==> config.mk <==
export PLATFORM = sky130hd
export DESIGN_NAME = aes_axis_tx_flat
export DESIGN_NICKNAME = d
export VERILOG_FILES = /design/src/rtl/aes_axis_tx_pkg.sv /design/src/rtl/aes_axis_tx_if.sv /design/src/rtl/aes_axis_tx.sv /design/src/flat_wrapper.sv
export SDC_FILE = /design/constraint.sdc
export NUM_CORES = 1
export LEC_CHECK = 0
export CAP_MARGIN = 20
export CELL_PAD_IN_SITES_DETAIL_PLACEMENT = 0
export CELL_PAD_IN_SITES_GLOBAL_PLACEMENT = 1
export CORE_MARGIN = 5
export CORE_UTILIZATION = 37
export DETAILED_ROUTE_END_ITERATION = 12
export HOLD_SLACK_MARGIN = 0.12
export PLACE_DENSITY_LB_ADDON = 0.12
export SLEW_MARGIN = 25
export SYNTH_ARGS = -nofsm -noshare
export SYNTH_HDL_FRONTEND = slang
export SYNTH_SLANG_ARGS = --single-unit
==> constraint.sdc <==
create_clock -name clk -period 5.5 [get_ports clk]
set_clock_uncertainty 0.15 [all_clocks]
set_input_delay 1.65 -clock clk [delete_from_list [all_inputs] [get_ports clk]]
set_output_delay 1.65 -clock clk [all_outputs]
set_load 0.02 [all_outputs]
==> src/rtl/aes_axis_tx_pkg.sv <==
// Shared sizes and FSM state type for the AES output-RAM stream drain.
package aes_axis_tx_pkg;

    localparam int WORD_S = 32;
    localparam int BLK_S  = 128;
    localparam int BYTE_S = 8;

    typedef enum logic [2:0] {
        ST_IDLE,
        ST_RD,
        ST_LD,
        ST_SEND,
        ST_FIN
    } tx_state_t;

endpackage

==> src/rtl/aes_axis_tx_if.sv <==
// AXI4-Stream beat bundle; master drives data/valid/last, slave drives ready.
interface aes_axis_tx_if #(
    parameter int DATA_W = 32
) ();

    logic [DATA_W-1:0] tdata;
    logic              tvalid;
    logic              tready;
    logic              tlast;

    modport master (output tdata, output tvalid, output tlast, input tready);
    modport slave  (input tdata, input tvalid, input tlast, output tready);

endinterface

==> src/rtl/aes_axis_tx.sv <==
// Reads blk_cnt blocks from the AES output RAM and serializes each block into
// AXIS_DATA_WIDTH-bit stream beats, first word taken from the low-index end.
module aes_axis_tx
    import aes_axis_tx_pkg::*;
#(
    parameter int FIFO_ADDR_WIDTH = 9,
    parameter int FIFO_DATA_WIDTH = BLK_S,
    parameter int AXIS_DATA_WIDTH = WORD_S
) (
    input  logic                       clk,
    input  logic                       reset,
    input  logic                       start,
    input  logic [FIFO_ADDR_WIDTH-1:0] blk_cnt,
    output logic                       fifo_r_e,
    output logic [FIFO_ADDR_WIDTH-1:0] fifo_addr,
    input  logic [0:FIFO_DATA_WIDTH-1] fifo_data,
    aes_axis_tx_if.master              m_axis,
    output logic                       busy,
    output logic                       done
);

    localparam int BEATS  = FIFO_DATA_WIDTH / AXIS_DATA_WIDTH;
    localparam int BEAT_W = (BEATS > 1) ? $clog2(BEATS) : 1;

    tx_state_t                  r_state;
    tx_state_t                  w_next;
    logic [FIFO_ADDR_WIDTH-1:0] r_blk_cnt;
    logic [FIFO_ADDR_WIDTH-1:0] r_blk_idx;
    logic [BEAT_W-1:0]          r_word_idx;
    logic [0:FIFO_DATA_WIDTH-1] r_shift;

    logic w_tvalid;
    logic w_hs;
    logic w_last_word;
    logic w_last_blk;
    logic w_accept;

    assign w_tvalid    = (r_state == ST_SEND);
    assign w_hs        = w_tvalid && m_axis.tready;
    assign w_last_word = (r_word_idx == BEAT_W'(BEATS - 1));
    assign w_last_blk  = (r_blk_idx == r_blk_cnt - FIFO_ADDR_WIDTH'(1));
    // FIN also accepts start so a new transfer can begin in the done cycle
    assign w_accept    = start && ((r_state == ST_IDLE) || (r_state == ST_FIN));

    always_ff @(posedge clk) begin
        if (reset) begin
            r_state <= ST_IDLE;
        end else begin
            r_state <= w_next;
        end
    end

    always_ff @(posedge clk) begin
        if (reset) begin
            r_blk_cnt  <= '0;
            r_blk_idx  <= '0;
            r_word_idx <= '0;
            r_shift    <= '0;
        end else begin
            if (w_accept && (blk_cnt != '0)) begin
                r_blk_cnt <= blk_cnt;
                r_blk_idx <= '0;
            end
            if (r_state == ST_LD) begin
                r_shift    <= fifo_data;
                r_word_idx <= '0;
            end
            if (w_hs) begin
                r_shift    <= r_shift << AXIS_DATA_WIDTH;
                r_word_idx <= r_word_idx + BEAT_W'(1);
                if (w_last_word && !w_last_blk) begin
                    r_blk_idx <= r_blk_idx + FIFO_ADDR_WIDTH'(1);
                end
            end
        end
    end

    always_comb begin
        w_next = r_state;
        unique case (r_state)
            ST_IDLE, ST_FIN: begin
                if (w_accept) begin
                    w_next = (blk_cnt != '0) ? ST_RD : ST_FIN;
                end else begin
                    w_next = ST_IDLE;
                end
            end
            ST_RD:   w_next = ST_LD;
            ST_LD:   w_next = ST_SEND;
            ST_SEND: begin
                if (w_hs && w_last_word) begin
                    w_next = w_last_blk ? ST_FIN : ST_RD;
                end
            end
            default: w_next = ST_IDLE;
        endcase
    end

    // Every output decodes from flops only, so none of them has a combinational input path
    always_comb begin
        fifo_r_e      = (r_state == ST_RD);
        fifo_addr     = r_blk_idx;
        busy          = (r_state == ST_RD) || (r_state == ST_LD) || (r_state == ST_SEND);
        done          = (r_state == ST_FIN);
        m_axis.tvalid = w_tvalid;
        m_axis.tdata  = r_shift[0:AXIS_DATA_WIDTH-1];
        m_axis.tlast  = w_tvalid && w_last_word && w_last_blk;
    end

endmodule

==> src/flat_wrapper.sv <==
// flat-port wrapper written by rule: the top's interface ports become plain ports
module aes_axis_tx_flat import aes_axis_tx_pkg::*;
#(
    parameter int FIFO_ADDR_WIDTH = 9,
    parameter int FIFO_DATA_WIDTH = BLK_S,
    parameter int AXIS_DATA_WIDTH = WORD_S
)
  (clk, reset, start, blk_cnt, fifo_r_e, fifo_addr, fifo_data, busy, done, m_axis_tdata, m_axis_tvalid, m_axis_tlast, m_axis_tready);
  aes_axis_tx_if #(.DATA_W(32)) m_axis_i ();
  input  logic clk;
  input  logic reset;
  input  logic start;
  input  logic [FIFO_ADDR_WIDTH-1:0] blk_cnt;
  output logic fifo_r_e;
  output logic [FIFO_ADDR_WIDTH-1:0] fifo_addr;
  input  logic [0:FIFO_DATA_WIDTH-1] fifo_data;
  output logic busy;
  output logic done;
  output wire logic [$bits(m_axis_i.tdata)-1:0] m_axis_tdata;
  output wire logic [$bits(m_axis_i.tvalid)-1:0] m_axis_tvalid;
  output wire logic [$bits(m_axis_i.tlast)-1:0] m_axis_tlast;
  input wire logic [$bits(m_axis_i.tready)-1:0] m_axis_tready;
  assign m_axis_tdata = m_axis_i.tdata;
  assign m_axis_tvalid = m_axis_i.tvalid;
  assign m_axis_tlast = m_axis_i.tlast;
  assign m_axis_i.tready = m_axis_tready;
  aes_axis_tx #(.FIFO_ADDR_WIDTH(FIFO_ADDR_WIDTH), .FIFO_DATA_WIDTH(FIFO_DATA_WIDTH), .AXIS_DATA_WIDTH(AXIS_DATA_WIDTH)) u_core (.clk(clk), .reset(reset), .start(start), .blk_cnt(blk_cnt), .fifo_r_e(fifo_r_e), .fifo_addr(fifo_addr), .fifo_data(fifo_data), .m_axis(m_axis_i), .busy(busy), .done(done));
endmodule
# ---- Yosys cells after proc, flatten, opt, wreduce, memory -nomap -nowiden
# Index checks and enable logic that the tools add are counted.
dict set report classes {
  add_sub_neg 3
  eq_ne 7
  n_mux 12
  n_reduce_logical 16
}
# cell n
set op_table {}
lappend op_table {{128-bit 2-to-1 mux} 2}
lappend op_table {{9-bit 2-to-1 mux} 3}
lappend op_table {{3-bit 2-to-1 mux} 4}
lappend op_table {{3-bit case mux with 4 select lines} 1}
lappend op_table {{9-bit by 1-bit adder with 9-bit output (second input constant)} 1}
lappend op_table {{9-bit == test} 1}
lappend op_table {{9-bit nonzero test} 1}
lappend op_table {{9-bit by 1-bit subtractor with 9-bit output (second input constant)} 1}
lappend op_table {{1-bit logical AND} 7}
lappend op_table {{3-bit by 2-bit == test with 1-bit output (second input constant)} 2}
lappend op_table {{2-bit 2-to-1 mux} 2}
lappend op_table {{2-bit OR reduction} 2}
lappend op_table {{3-bit by 1-bit == test with 1-bit output (second input constant)} 1}
lappend op_table {{3-bit == test (second input constant)} 1}
lappend op_table {{3-bit logical NOT} 1}
lappend op_table {{1-bit logical OR} 3}
lappend op_table {{2-bit by 1-bit adder with 2-bit output (second input constant)} 1}
lappend op_table {{2-bit == test (second input constant)} 1}
lappend op_table {{2-bit inequality test (second input constant)} 1}
lappend op_table {{2-bit nonzero test} 1}
lappend op_table {{1-bit logical NOT} 1}
dict set report totals {
  regBits 151
  inputBits 141
}

# ---- Logic depth before layout (Yosys ltp)
# Gate-level depths: netlist of run 1.
dict set report logic_depth {
  depth_word 7
  mapped_depth 9
}

# ---- Worst setup path before layout of run 1
# Ideal clock, no wire load.
dict set report synth_timing {
  path_type {register to output}
  startpoint {register u_core.r_blk_cnt[0]}
  endpoint {output m_axis_tlast}
  arrival_time_ps 1923
  setup_slack_ps 1777
  stages_incl_launch_ff 10
  path_cell_list {dfxtp_1 -> inv_1 -> ha_1 -> and2_1 -> o21a_1 -> o31ai_1 -> o2111ai_2 -> buf_2 -> nor2_1 -> and2_1}
}
dict set report synth_via {
  elab_chain_len 3
}
# item line
set synth_lines {}
lappend synth_lines {{from (decl)} aes_axis_tx.sv:27} ;# logic [FIFO_ADDR_WIDTH-1:0] r_blk_cnt;
lappend synth_lines {{from (signal assigned)} aes_axis_tx.sv:61} ;# r_blk_cnt <= blk_cnt;
lappend synth_lines {{9-bit by 1-bit subtractor with 9-bit output} aes_axis_tx.sv:41} ;# assign w_last_blk = (r_blk_idx == r_blk_cnt - FIFO_ADDR_WIDTH'(1));
lappend synth_lines {{9-bit == test} aes_axis_tx.sv:41}
lappend synth_lines {{1-bit logical AND} aes_axis_tx.sv:107} ;# m_axis.tlast = w_tvalid && w_last_word && w_last_blk;
lappend synth_lines {{to (decl)} flat_wrapper.sv:21} ;# output wire logic [$bits(m_axis_i.tlast)-1:0] m_axis_tlast;
# Every way passes these cells.

# ---- Final worst setup path of run 1
# Same ends and word-level chain as after synthesis.

==> results of run 1 <==
-- layout by cell type, fill, tap and decap left out, types with 3 or more instances in the layout --
cell               n
nand3_1            9
nand2_1          183
o221ai_2           4
ha_1               3
inv_6              4
o2bb2ai_1          3
bufinv_16          4
xnor2_1           11
clkbuf_16         17
nor3_1             3
and3_1             3
inv_1              8
dfxtp_1          151
clkdlybuf4s50_1  185
a22oi_1           99
a21oi_1          137
and2_1             5
buf_4              6
nor2_1            18
-- final cells by class --
class                   instances  area share
flip-flops and latches        151       0.345
multi-input cells             520       0.328
clock inverters                13      0.0220
inverters                       8     0.00343
diodes                          1    0.000286
clock buffers                  18      0.0502
repair buffers                192       0.219
well taps                     225      0.0322
-- worst reg2reg max path, stage by stage, from the launching register on --
cell	delay (ps)
dfxtp_1	450
inv_1	70
ha_1	240
and2_1	170
o21a_1	190
o31ai_1	300
o2111ai_2	380
a311o_1	550
o221ai_2	200
-- cell families (layout without fill, tap and decap cells) --
kind of cell / count (synthesis) / in the layout / share of synthesized area
and+or+nand+nor: 242 / 242 / 0.161
muxes: 2 / 2 / 0.00314
AOI/OAI and AO/OA: 260 / 260 / 0.260
DFF: 151 / 151 / 0.474
xor gates and xnor gates: 13 / 13 / 0.0179
other: 0 / 1 / 0
adders and majority gates: 3 / 3 / 0.00589
buffers and inverters: 100 / 231 / 0.0787
-- worst min path at each step --
stage / endpoint / slack, ps / cells past startpoint / startpoint
final: u_core.r_shift[98]$_SDFFE_PP0N_ / 300 / 2 / u_core.r_shift[98]$_SDFFE_PP0N_
after floorplan: u_core.r_shift[100]$_SDFFE_PP0N_ / 290 / 2 / u_core.r_shift[100]$_SDFFE_PP0N_
after detailed placement: u_core.r_shift[98]$_SDFFE_PP0N_ / 300 / 2 / u_core.r_shift[98]$_SDFFE_PP0N_
after CTS: u_core.r_shift[31]$_SDFFE_PP0P_ / 300 / 2 / u_core.r_shift[31]$_SDFFE_PP0P_
after global routing: u_core.r_shift[119]$_SDFFE_PP0N_ / 320 / 2 / u_core.r_shift[119]$_SDFFE_PP0N_
after global placement: u_core.r_shift[125]$_SDFFE_PP0N_ / 290 / 2 / u_core.r_shift[125]$_SDFFE_PP0N_
-- sequential cells by signal (all words and copies together), names as in the netlist --
name / flops
u_core.fifo_addr: 9
u_core.r_word_idx: 2
u_core.r_shift: 128
u_core.r_state: 3
u_core.r_blk_cnt: 9
-- metal layers --
layer / GRT usage / vias to the layer above
li1: - / 2906
met1: 0.253 / 2615
met2: 0.270 / 176
met3: 0.0472 / 27
met4: 0.0617 / 0
met5: 0 / -
-- power breakdown --
group	internal, mW	switching, mW
logic	0.197	0.200
registers	1.16	0.0401
clock network	0.775	0.464
==> impl_metrics.env, run 1 <==
export IMPL_outcome="finished, final reports clean"
export IMPL_crit_fanout=12
export IMPL_timing_rr_end="u_core.fifo_addr[5]$_SDFF_PP0_"
export IMPL_die_area_um2=20000
export IMPL_cts_max_path_buffers=2
export IMPL_synth_area_um2=6370
export IMPL_fill_cells=1671
export IMPL_clk_pin_slew_worst_paths_ps=60
export IMPL_cp_required_ps=3700
export IMPL_yosysTopAreaCellShare=0.474
export IMPL_dieWidth_um=141
export IMPL_setup_viol=0
export IMPL_cts_hold_buf=0
export IMPL_wl_met2_um=8270
export IMPL_cp_start_kind="register"
export IMPL_gp_congestion=0.823
export IMPL_synth_most_common_cell="nand2_1"
export IMPL_syn_to_final_growth_pct=37.3
export IMPL_fp_dieH_um=141
export IMPL_dr_wl_met3_um=1150
export IMPL_top_layer="met4"
export IMPL_drc_errors=0
export IMPL_dpl_hpwl_um=13000
export IMPL_tightestPinTransition_ps=818
export IMPL_holdWs_ps=302
export IMPL_placed_cells=1096
export IMPL_vias_per_cell=5.07
export IMPL_antenna_found_initial=0
export IMPL_ys_async_sr_fraction=0
export IMPL_ys_ff_latch=151
export IMPL_rrSetupSlack_ps=2710
export IMPL_syn_avg_cell_area_um2=8.27
export IMPL_grt_pass1_wl_um=29000
export IMPL_crit_path_end_kind="output port"
export IMPL_wl_met1_um=8730
export IMPL_fin_cells=1128
export IMPL_worstPathArrival_ps=3260
export IMPL_grt_max_degree=75
export IMPL_finalCritPeriodShare=0.920
export IMPL_worst_setup_path_type="register to output port"
export IMPL_cpMaxStageDelayCell="clkdlybuf4s50_1"
export IMPL_netlist_top_cells_count="183 x nand2_1, 151 x dfxtp_1, 137 x a21oi_1"
export IMPL_slew_headroom=0.455
export IMPL_hold_violations=0
export IMPL_synth_edf_count=0
export IMPL_fin_area_um2=8750
export IMPL_h_tree_depth=4
export IMPL_portBuffers=186
export IMPL_initial_utilization=0.372
export IMPL_grt_pass1_vias=5576
export IMPL_worst_path_buf_inv=2
export IMPL_rr_startpoint="u_core.r_blk_cnt[0]$_SDFFE_PP0P_"
export IMPL_yosysSeqAreaShare=0.474
export IMPL_power_density_nw_per_um2=324
export IMPL_hold_path_class="register to register"
export IMPL_endpoint="m_axis_tlast"
export IMPL_ys_flop_type="dfxtp_1"
export IMPL_fin_setup_tns_ps=0
export IMPL_crit_path_frequent_cell="and2_1"
export IMPL_dpl_instance_area_um2=8120
export IMPL_finalWirelength_um=18600
export IMPL_cts_tree="yes"
export IMPL_drv_slew=0
export IMPL_utilization=0.511
export IMPL_drive_above_1_share=0.0588
export IMPL_rsz0062_at_grt="false"
export IMPL_yosys_warnings=0
export IMPL_syn_inst=771
export IMPL_clock_fmax_ghz=0.198
export IMPL_insertion_delay_ps=420
export IMPL_ios=187
export IMPL_core_um2=17100
export IMPL_setup_ws_ps=442
export IMPL_track_usage=0.180
export IMPL_cpLargestDelayFamily="compound AO/OA/AOI/OAI gates"
export IMPL_root_buffer="clkbuf_16"
export IMPL_synth_cell_types=48
export IMPL_cp_depth=9
export IMPL_cts_made_buffers=17
export IMPL_nets=1034
export IMPL_place_ws_ps=905
export IMPL_synth_top_area_cell="dfxtp_1"
export IMPL_maxCapViolations=0
export IMPL_synth_area_leaders="dfxtp_1 47%, a22oi_1 12%, nand2_1 11%"
export IMPL_cts_resized_gates=0
export IMPL_cts_setup_buffers=0
export IMPL_multiInputGateArea_um2=2870
export IMPL_post_drt_wl_per_cell_um=16.4
export IMPL_fin_crit_ps=5060
export IMPL_synth_nets=915
export IMPL_dr_pass1_iters=5
export IMPL_r2r_cells=8
export IMPL_cp_cell_sequence="inv_1 > ha_1 > and2_1 > o21a_1 > o31ai_1 > o2111ai_2 > nor2_1 > and2_1 > clkdlybuf4s50_1"
export IMPL_seq_area_um2=3020
export IMPL_cp_startpoint="u_core.r_blk_cnt[0]$_SDFFE_PP0P_"
export IMPL_overflow=0
export IMPL_num_rows=48
export IMPL_p_leak_nw=2.91
export IMPL_drtAntennaViolNets=0
export IMPL_critPathMaxStageDelay_ps=610
export IMPL_vdd_ir_drop_max_uv=213
export IMPL_vias=5724
export IMPL_total_power_mw=2.83
export IMPL_drtIter0Drc=266
export IMPL_clock_sink_count=151
Note: power is estimated with default switching activity, not from simulation.
==> inputs of run 2 (changes only) <==
- CTS_CLUSTER_SIZE: default -> 16
==> results of run 2 <==
Final layout, timing and power as in run 1 (identical DEF).
==> edit (settings of run 1) <==
Make the reset (`reset`) asynchronous in 2 clocked blocks.
--- a/src/rtl/aes_axis_tx.sv
+++ b/src/rtl/aes_axis_tx.sv
@@ -44,3 +44,3 @@
 
-    always_ff @(posedge clk) begin
+    always_ff @(posedge clk or posedge reset) begin
         if (reset) begin
@@ -52,3 +52,3 @@
 
-    always_ff @(posedge clk) begin
+    always_ff @(posedge clk or posedge reset) begin
         if (reset) begin
Behaviour: differs if reset is asserted again (counterexample within 4 cycles, from zero or initial values and one cycle with reset high); with reset held inactive, the same outputs for 10 cycles.
==> edit against run 1 <==
- wire length is 7.3% higher
- fmax is 2.1% lower
- setup slack worse by 0.11 ns
- area after synthesis is 10% higher
- final area is 8.6% higher
- sequential cell count stayed put
- final cell count is 1.2% higher
- critical path type unchanged
- critical endpoint unchanged
- largest cell class unchanged
- highest routed layer unchanged
Power is not compared: it rests on default switching activity, and its combinational part moved more than twofold at a synthesized area within 25%.
==> edit: results (changes against run 1) <==
[synth]
seq_area_frac_synth_pct=53.65  ; +6.2 points
synth_fa_ha_area_share_pct=0.5330  ; -0.056 points
ys_warn_count=0  ; unchanged
async_reset_ff_share_pct=100.0  ; +100 points
netlist_instances=767  ; -0.52%
synth-compound-area-share_pct=16.52  ; -9.4 points
synth_commonest_cells=nand2_1, dfrtp_1, a22oi_1, clkbuf_1, o21ai_0
synth_fp_nets=911  ; -0.44%
synth.area.top_cells=dfrtp_1, nand2_1, a22oi_1, buf_4, o21ai_0
synth_mux_area_share_pct=1.563  ; +1.2 points
synth_cell_types=50  ; +4.2%
synth_xor_area_share_pct=1.475  ; -0.31 points
synth_flop_cell=dfrtp_1

[place]
placed_area_um2=8869  ; +9.2%
dp_slack_ns=0.8267  ; -0.07820 ns
dpl.hpwl_mm=13.88  ; +6.6%
dp.cells=1109  ; +1.2%
gp_congestion=0.9194  ; +12%

[sta]
max_freq_ghz=0.1935  ; -2.1%
slew_headroom_pct=36.38  ; -9.1 points
hold_slack_ns=0.3228  ; +0.02084 ns

[detailed_routing]
drtPass1Iterations=6  ; +1
wl_mm=19.91  ; +7.3%
wl_per_cell_um=17.45  ; +6.1%
wl_met3_mm=1.241  ; +8.0%
wl_met2_mm=9.395  ; +14%
drtIter0Drc=393  ; +48%
wl_met1_mm=8.929  ; +2.3%
viasPerCell=5.165  ; +1.8%

[cells_and_area]
nets=1038  ; +0.39%
antenna_cells=0  ; -1

[worst_setup_path]
critPathMaxFanout=9  ; -3
critPathLaunchType=register
r2r-end=u_core.fifo_addr[3]
r2r_start=u_core.r_blk_cnt[0]
arrival_ns=3.37  ; +0.11 ns

[power]
seq_power_share_pct=37.4

[global_routing]
grt_max_degree=92  ; +23%
grt_pass1_wl_mm=31.77  ; +9.5%
use_met1_pct=25.16  ; -0.15 points
grt_pass1_vias=5953  ; +6.8%
track_usage_pct=18.13  ; +0.079 points
use_met3_pct=4.476  ; -0.24 points
use_met2_pct=28.34  ; +1.4 points

[hold_path]
hold_start=u_core.r_shift[20]

[clock_network]
cts_root_buf=clkbuf_16

[run_status]
status=complete, no violations

==> edit: cell count changes in the layout (fill, tap and decap cells not counted), sizes merged, moves of 6 or more <==
cell	delta
nand3	+6
nor2	-8
mux2	+8
a21oi	-131
dfrtp	+151
o21ai	+35
nand2	+90
dfxtp	-151
==> edit: worst max-delay path, cell delays in order (launching register included) <==
cell,delay (ns)
dfrtp_1,0.47
inv_1,0.07
ha_1,0.31
xnor2_1,0.17
a211oi_1,0.27
o211ai_1,0.16
nor3_2,0.57
and4_2,0.33
clkdlybuf4s50_1,0.61
==> edit: layout make-up <==
cell class / count / area [um^2]
inverter: 6 / 26.28
clock inverter: 13 / 195.2
multi-input combinational: 524 / 2811
clock buffer: 19 / 442.9
tap: 234 / 292.8
timing repair buffer: 194 / 1959
fill: 1719 / 9199
sequential: 151 / 3779
